<file path="src/rtl/atuadores.sv">
// Actuator executor for the pipe-cleaner robot: turns avancar/girar/remover into timed
// wheel/brush actions followed by a settling pause. Optional odometry under ODOMETRIA_EN.
module atuadores #(
  parameter int LARG_CNT       = 8,
  parameter int AVANCO_CICLOS  = 8,
  parameter int GIRO_CICLOS    = 12,
  parameter int REMOCAO_CICLOS = 20,
  parameter int PAUSA_CICLOS   = 2
) (
  input  logic        clockc2,
  input  logic        reset,
  input  logic        avancar,
  input  logic        girar,
  input  logic        remover,
  input  logic        parar,
  output logic        motor_esq,
  output logic        motor_dir,
  output logic        sentido_esq,
  output logic        sentido_dir,
  output logic        escova,
  output logic        ocupado,
  output logic        concluido
`ifdef ODOMETRIA_EN
  ,
  output logic [15:0] passos,
  output logic [1:0]  giros
`endif
);

  localparam logic [2:0] OCIOSO = 3'd0;
  localparam logic [2:0] AVANCA = 3'd1;
  localparam logic [2:0] GIRA   = 3'd2;
  localparam logic [2:0] REMOVE = 3'd3;
  localparam logic [2:0] PAUSA  = 3'd4;

  // Counter load value: a zero-length phase still lasts one cycle.
  function automatic logic [LARG_CNT-1:0] carga(input int ciclos);
    if (ciclos <= 0) begin
      carga = {LARG_CNT{1'b0}};
    end else begin
      carga = LARG_CNT'(ciclos - 1);
    end
  endfunction

  localparam logic [LARG_CNT-1:0] CARGA_AVANCO  = carga(AVANCO_CICLOS);
  localparam logic [LARG_CNT-1:0] CARGA_GIRO    = carga(GIRO_CICLOS);
  localparam logic [LARG_CNT-1:0] CARGA_REMOCAO = carga(REMOCAO_CICLOS);
  localparam logic [LARG_CNT-1:0] CARGA_PAUSA   = carga(PAUSA_CICLOS);
  localparam logic [LARG_CNT-1:0] CNT_UM        = LARG_CNT'(1);
  localparam logic [LARG_CNT-1:0] CNT_ZERO      = {LARG_CNT{1'b0}};

  logic [2:0]          estado_q, estado_d;
  logic [LARG_CNT-1:0] cnt_q, cnt_d;
  logic                motor_esq_q, motor_esq_d;
  logic                motor_dir_q, motor_dir_d;
  logic                sentido_esq_q, sentido_esq_d;
  logic                sentido_dir_q, sentido_dir_d;
  logic                escova_q, escova_d;
  logic                ocupado_q, ocupado_d;
  logic                concluido_q, concluido_d;

  // Next-state and counter: abort beats everything except reset; commands only in OCIOSO.
  always_comb begin
    estado_d    = estado_q;
    cnt_d       = cnt_q;
    concluido_d = 1'b0;
    if (estado_q != OCIOSO && parar) begin
      estado_d = OCIOSO;
      cnt_d    = CNT_ZERO;
    end else begin
      case (estado_q)
        OCIOSO: begin
          if (parar) begin
            estado_d = OCIOSO;
          end else if (remover) begin
            estado_d = REMOVE;
            cnt_d    = CARGA_REMOCAO;
          end else if (girar) begin
            estado_d = GIRA;
            cnt_d    = CARGA_GIRO;
          end else if (avancar) begin
            estado_d = AVANCA;
            cnt_d    = CARGA_AVANCO;
          end else begin
            estado_d = OCIOSO;
          end
        end
        AVANCA, GIRA, REMOVE: begin
          if (cnt_q == CNT_ZERO) begin
            estado_d = PAUSA;
            cnt_d    = CARGA_PAUSA;
          end else begin
            cnt_d = cnt_q - CNT_UM;
          end
        end
        PAUSA: begin
          if (cnt_q == CNT_ZERO) begin
            estado_d    = OCIOSO;
            cnt_d       = CNT_ZERO;
            concluido_d = 1'b1;
          end else begin
            cnt_d = cnt_q - CNT_UM;
          end
        end
        default: begin
          estado_d = OCIOSO;
          cnt_d    = CNT_ZERO;
        end
      endcase
    end
  end

  // Actuator pattern decoded from the next state so outputs register alongside it.
  always_comb begin
    motor_esq_d   = 1'b0;
    motor_dir_d   = 1'b0;
    sentido_esq_d = 1'b0;
    sentido_dir_d = 1'b0;
    escova_d      = 1'b0;
    ocupado_d     = (estado_d != OCIOSO);
    case (estado_d)
      AVANCA: begin
        motor_esq_d   = 1'b1;
        motor_dir_d   = 1'b1;
        sentido_esq_d = 1'b1;
        sentido_dir_d = 1'b1;
      end
      GIRA: begin
        motor_esq_d   = 1'b1;
        motor_dir_d   = 1'b1;
        sentido_esq_d = 1'b1;
      end
      REMOVE: begin
        escova_d = 1'b1;
      end
      default: begin
        escova_d = 1'b0;
      end
    endcase
  end

  // State, counter and output registers.
  always_ff @(posedge clockc2) begin
    if (reset) begin
      estado_q      <= OCIOSO;
      cnt_q         <= CNT_ZERO;
      motor_esq_q   <= 1'b0;
      motor_dir_q   <= 1'b0;
      sentido_esq_q <= 1'b0;
      sentido_dir_q <= 1'b0;
      escova_q      <= 1'b0;
      ocupado_q     <= 1'b0;
      concluido_q   <= 1'b0;
    end else begin
      estado_q      <= estado_d;
      cnt_q         <= cnt_d;
      motor_esq_q   <= motor_esq_d;
      motor_dir_q   <= motor_dir_d;
      sentido_esq_q <= sentido_esq_d;
      sentido_dir_q <= sentido_dir_d;
      escova_q      <= escova_d;
      ocupado_q     <= ocupado_d;
      concluido_q   <= concluido_d;
    end
  end

  assign motor_esq   = motor_esq_q;
  assign motor_dir   = motor_dir_q;
  assign sentido_esq = sentido_esq_q;
  assign sentido_dir = sentido_dir_q;
  assign escova      = escova_q;
  assign ocupado     = ocupado_q;
  assign concluido   = concluido_q;

`ifdef ODOMETRIA_EN
  logic [2:0]  acao_q, acao_d;
  logic [15:0] passos_q, passos_d;
  logic [1:0]  giros_q, giros_d;

  // Remember which action is running so its completion can be credited.
  always_comb begin
    if (estado_q == OCIOSO && estado_d != OCIOSO) begin
      acao_d = estado_d;
    end else begin
      acao_d = acao_q;
    end
    if (concluido_d && acao_q == AVANCA) begin
      passos_d = passos_q + 16'd1;
    end else begin
      passos_d = passos_q;
    end
    if (concluido_d && acao_q == GIRA) begin
      giros_d = giros_q + 2'd1;
    end else begin
      giros_d = giros_q;
    end
  end

  // Odometry registers.
  always_ff @(posedge clockc2) begin
    if (reset) begin
      acao_q   <= OCIOSO;
      passos_q <= 16'd0;
      giros_q  <= 2'd0;
    end else begin
      acao_q   <= acao_d;
      passos_q <= passos_d;
      giros_q  <= giros_d;
    end
  end

  assign passos = passos_q;
  assign giros  = giros_q;
`endif

endmodule

</file>
<file path="config.mk">
export PLATFORM = sky130hd
export DESIGN_NAME = atuadores
export DESIGN_NICKNAME = d
export VERILOG_FILES = /design/src/rtl/atuadores.sv
export SDC_FILE = /design/constraint.sdc
export NUM_CORES = 1
export LEC_CHECK = 0
export BUFFER_PORTS_ARGS = -buffer_cell sky130_fd_sc_hd__buf_2
export CORE_MARGIN = 1.5
export CORE_UTILIZATION = 30
export CTS_CLUSTER_DIAMETER = 60
export CTS_CLUSTER_SIZE = 28
export DETAILED_ROUTE_END_ITERATION = 7
export PLACE_DENSITY = 0.56
export SLEW_MARGIN = 30
export SYNTH_ARGS = -nofsm -noshare
export SYNTH_HDL_FRONTEND = slang
export SYNTH_SLANG_ARGS = --single-unit
</file>
<file path="constraint.sdc">
create_clock -name clockc2 -period 2.64 [get_ports clockc2]
set_clock_uncertainty 0.1 [all_clocks]
set_input_delay 0 -clock clockc2 [delete_from_list [all_inputs] [get_ports clockc2]]
set_output_delay 0 -clock clockc2 [all_outputs]
set_load 0.01 [all_outputs]
</file>
==> Implementation_results.wiki <==
{| class="wikitable"
! Metric !! Value
|-
| Number of flops mapped to enable cells by yosys || 0
|-
| Overall die area || 3330 um2
|-
| Area share of and/or/nand/nor cells after synthesis || 0.292
|-
| Post-DR wirelength/cell || 12.2 um
|-
| Combinational family with the most area after synthesis || simple AND/OR/NAND/NOR gates
|-
| TNS Setup || 0 ns
|-
| Worst R2R Path Depth || 8
|-
| Final number of max-transition violations || 0
|-
| Max IR drop VDD || 0.000309 V
|-
| Xor/xnor cell area share of the yosys netlist || 0.0195
|-
| Cell with the largest stage delay on the worst path || dlygate4sd3_1
|-
| Via count of the first global-routing pass || 781
|-
| Layout-stage area growth over the synthesis result || 14.2%
|-
| Portion of the post-synthesis area used by sequential elements || 0.357
|-
| Top cell type's share of synthesized area || 0.357
|-
| Site row count || 19
|-
| HPWL reported at the end of detailed placement || 1440 um
|-
| Final critical path time including I/O delays and setup || 2.50 ns
|-
| Final Hold Fails || 0
|-
| CP cell instances || inv_1 -> ha_1 -> or3b_2 -> or2_4 -> nand3_2 -> or3_1 -> a21oi_1 -> dlygate4sd3_1
|-
| Layout cells sized above 1 || 0.226
|-
| Headroom to the max-slew limit || 0.492
|-
| First-pass iteration count of the detailed router || 6
|-
| Setup crit end kind || register
|-
| Instance count of the mapped netlist || 111
|-
| # IOs || 13
|-
| Total setup violations reported at the end of the flow || 0
|-
| Power density normalized to cell area || 819 nW/um2
|-
| CTS sink cnt || 16
|-
| Per-cell via count in the routed design || 5.16
|-
| Root Buffer Master || clkbuf_4
|-
| N_diodes || 0
|-
| Inst Count DP || 149
|-
| Cell accounting for the most synthesized area || dfxtp_1
|-
| Count of routing violations after the opening detailed-route iteration || 22
|-
| Post-synthesis async set-or-reset flop share || 0
|-
| Arrival time at the worst endpoint || 2.57 ns
|-
| Crit path depth || 8
|-
| Count of H-tree levels built during CTS || 1
|-
| Area of the core region || 2810 um2
|-
| Most common cell in the netlist || dfxtp_1
|-
| Synthesized net count || 119
|-
| Setup repair after global routing missed its margin || no
|-
| Final cycle utilization of the critical path || 0.947
|-
| Overall routed net length || 1900 um
|-
| Summed instance area of the synthesized netlist || 898 um2
|-
| Yosys warning count || 0
|-
| Per-instance average area after synthesis || 8.09 um2
|-
| Most frequently used flop master after synthesis || dfxtp_1
|-
| WP data required || 2.71 ns
|-
| Max-cap viol count || 0
|-
| Final net count || 134
|-
| Area taken by flip-flops and latches || 322 um2
|-
| Global-route wire length before repair || 3300 um
|-
| Adder-cell share of the synthesized area || 0.0390
|-
| Overall via count from detail_route || 800
|-
| Number of buffers inserted during clock tree synthesis || 3
|-
| Worst-path clk slew || 0.09 ns
|-
| Status || complete, but fails checks
|-
| Filler-free cell count of the finished design || 155
|-
| Type of the tightest min-delay check || in2reg
|-
| Post-CTS setup repair buffer count || 0
|-
| Overall die width || 57.7 um
|-
| Number of port buffers || 12
|-
| Maximum number of pins on one net before global-route repair || 12
|-
| Maximum net fanout on the critical path || 10
|-
| Critical path buffer and inverter count || 2
|-
| Sort of element at the start of the critical path || register
|-
| Leakage || 0.446 nW
|-
| Type of the setup path with the least slack || reg2reg
|-
| Weighted congestion reported at the end of routability-driven placement || 0.818
|-
| Chip height || 57.7 um
|-
| Kind of cell adding the most delay to the critical path || simple AND/OR/NAND/NOR gates
|-
| Clock tree from TritonCTS || yes
|-
| Maximum clock frequency || 400 MHz
|-
| Grt ovf || 0
|-
| Number of cells on the worst hold path || 3
|-
| Antenna-violating nets left || 0
|-
| Area of combinational cells with multiple inputs || 527 um2
|-
| Later-pin clock latency in the skew report || 0.27 ns
|-
| Residual DRC count || 2
|-
| Register-to-register path setup slack || 0.14 ns
|-
| GRT Total Usage || 0.126
|-
| Max stage delay on crit path || 0.55 ns
|-
| Seq cells post-synth || 16
|-
| Number of antenna violations at the first check in global routing || 0
|-
| Transition at the pin with the smallest max-transition slack || 0.753 ns
|-
| Share of the synthesized area in compound gates (AO/OA/AOI/OAI) || 0.235
|-
| Multiplexer area fraction after synthesis || 0
|-
| Failing checks || design-rule violations
|-
| Cell types with the largest area share after synthesis || dfxtp_1 (36%), nand2_1 (5.4%), nor2_1 (5.0%), a21oi_1 (3.9%), o21ai_0 (3.9%)
|-
| Number of inserted filler cells in the final layout || 302
|-
| Maximum buffer depth of the clock tree || 2
|-
| Effective utilization at floorplan || 0.320
|-
| Count of different cell masters after synthesis || 46
|-
| Commonest cells in the netlist || dfxtp_1 (16), nand2_1 (13), nor2_1 (12)
|}
## logic make-up after synthesis
| kind of cell | after synthesis |
|---|---|
| compound gates | 30 |
| fa+ha+maj | 3 |
| flops | 16 |
| simple gates | 49 |
| xor+xnor | 2 |
| buf+inv | 11 |
## final timing paths
check	startpoint	end
min reg2reg	cnt_q[1]	cnt_q[1]
max	cnt_q[0]	cnt_q[4]
min	remover	cnt_q[3]
max reg2reg	cnt_q[0]	cnt_q[4]
## report_power, final
group / switching, W / leakage [nW] / internal [W]
registers: 0.0000387 / 0.131 / 0.000287
logic: 0.000222 / 0.301 / 0.000168
clock network: 0.0000718 / 0.0138 / 0.0000528
total: 0.000333 / 0.446 / 0.000508
## state kept, by name (all words and copies together) (netlist names)
signal and count:
estado_q 3, concluido 1, cnt_q 8, ocupado 1, sentido_esq 1, escova 1
sentido_dir 1
## area by class of cell
type / instances / share of cell area
Clock buffer: 3 / 0.0220
Tap cell: 31 / 0.0378
Inverter: 5 / 0.0183
Sequential cell: 16 / 0.313
Multi-Input combinational cell: 84 / 0.513
Timing Repair Buffer: 16 / 0.0951
## through the flow
stage	total power, W	setup WS (ns)	utilization	instance area (um2)	hold WS, ns
2_1_floorplan	0.000637	0.661	-	898	-0.0309
3_3_place_gp	0.000709	0.530	0.347	972	0.168
3_5_place_dp	0.000714	0.499	0.347	972	0.164
4_1_cts	0.000847	0.119	0.365	1020	0.00653
5_1_grt	0.000914	0.0114	0.366	1030	0.0271
6_report	0.000840	0.141	0.366	1030	0.0144
## what timing repair did
| action | CTS | global route |
|---|---|---|
| hold buffers | 3 | 0 |
| endpoints found under the setup margin | 0 | 1 |
| hold endpoints to repair | 3 | 0 |
| gates resized for setup | 0 | 1 |
## per-layer routing
layer | part of all wire | track usage
met1 | 0.50 | 0.162
met2 | 0.46 | 0.208
met3 | 0.026 | 0.0156
met4 | 0.0090 | 0.0598
met5 | 0 | 0
## worst register-to-register path: cells and delay by family, from the launching register on
kind | cells | cell delay, ns
adder cells (fa/ha/maj) | 1 | 0.15
AO/OA/AOI/OAI | 1 | 0.05
AND/OR/NAND/NOR | 4 | 1.10
flip-flops | 1 | 0.35
buffers and inverters | 2 | 0.65
## layout by cell type, fill, tap and decap left out, drive strengths merged, types with 2 or more instances in the layout
| cell type | n |
|---|---|
| a21oi | 7 |
| a31oi | 2 |
| and2 | 3 |
| buf | 13 |
| clkbuf | 3 |
| dfxtp | 16 |
| dlygate4sd3 | 3 |
| ha | 2 |
| inv | 5 |
| nand2 | 13 |
| nand3 | 2 |
| nor2 | 12 |
| nor2b | 2 |
| nor3 | 5 |
| o21ai | 8 |
| o221a | 2 |
| or2 | 2 |
| or3 | 3 |
| or4 | 2 |
Power figures use the tool's default switching activity.
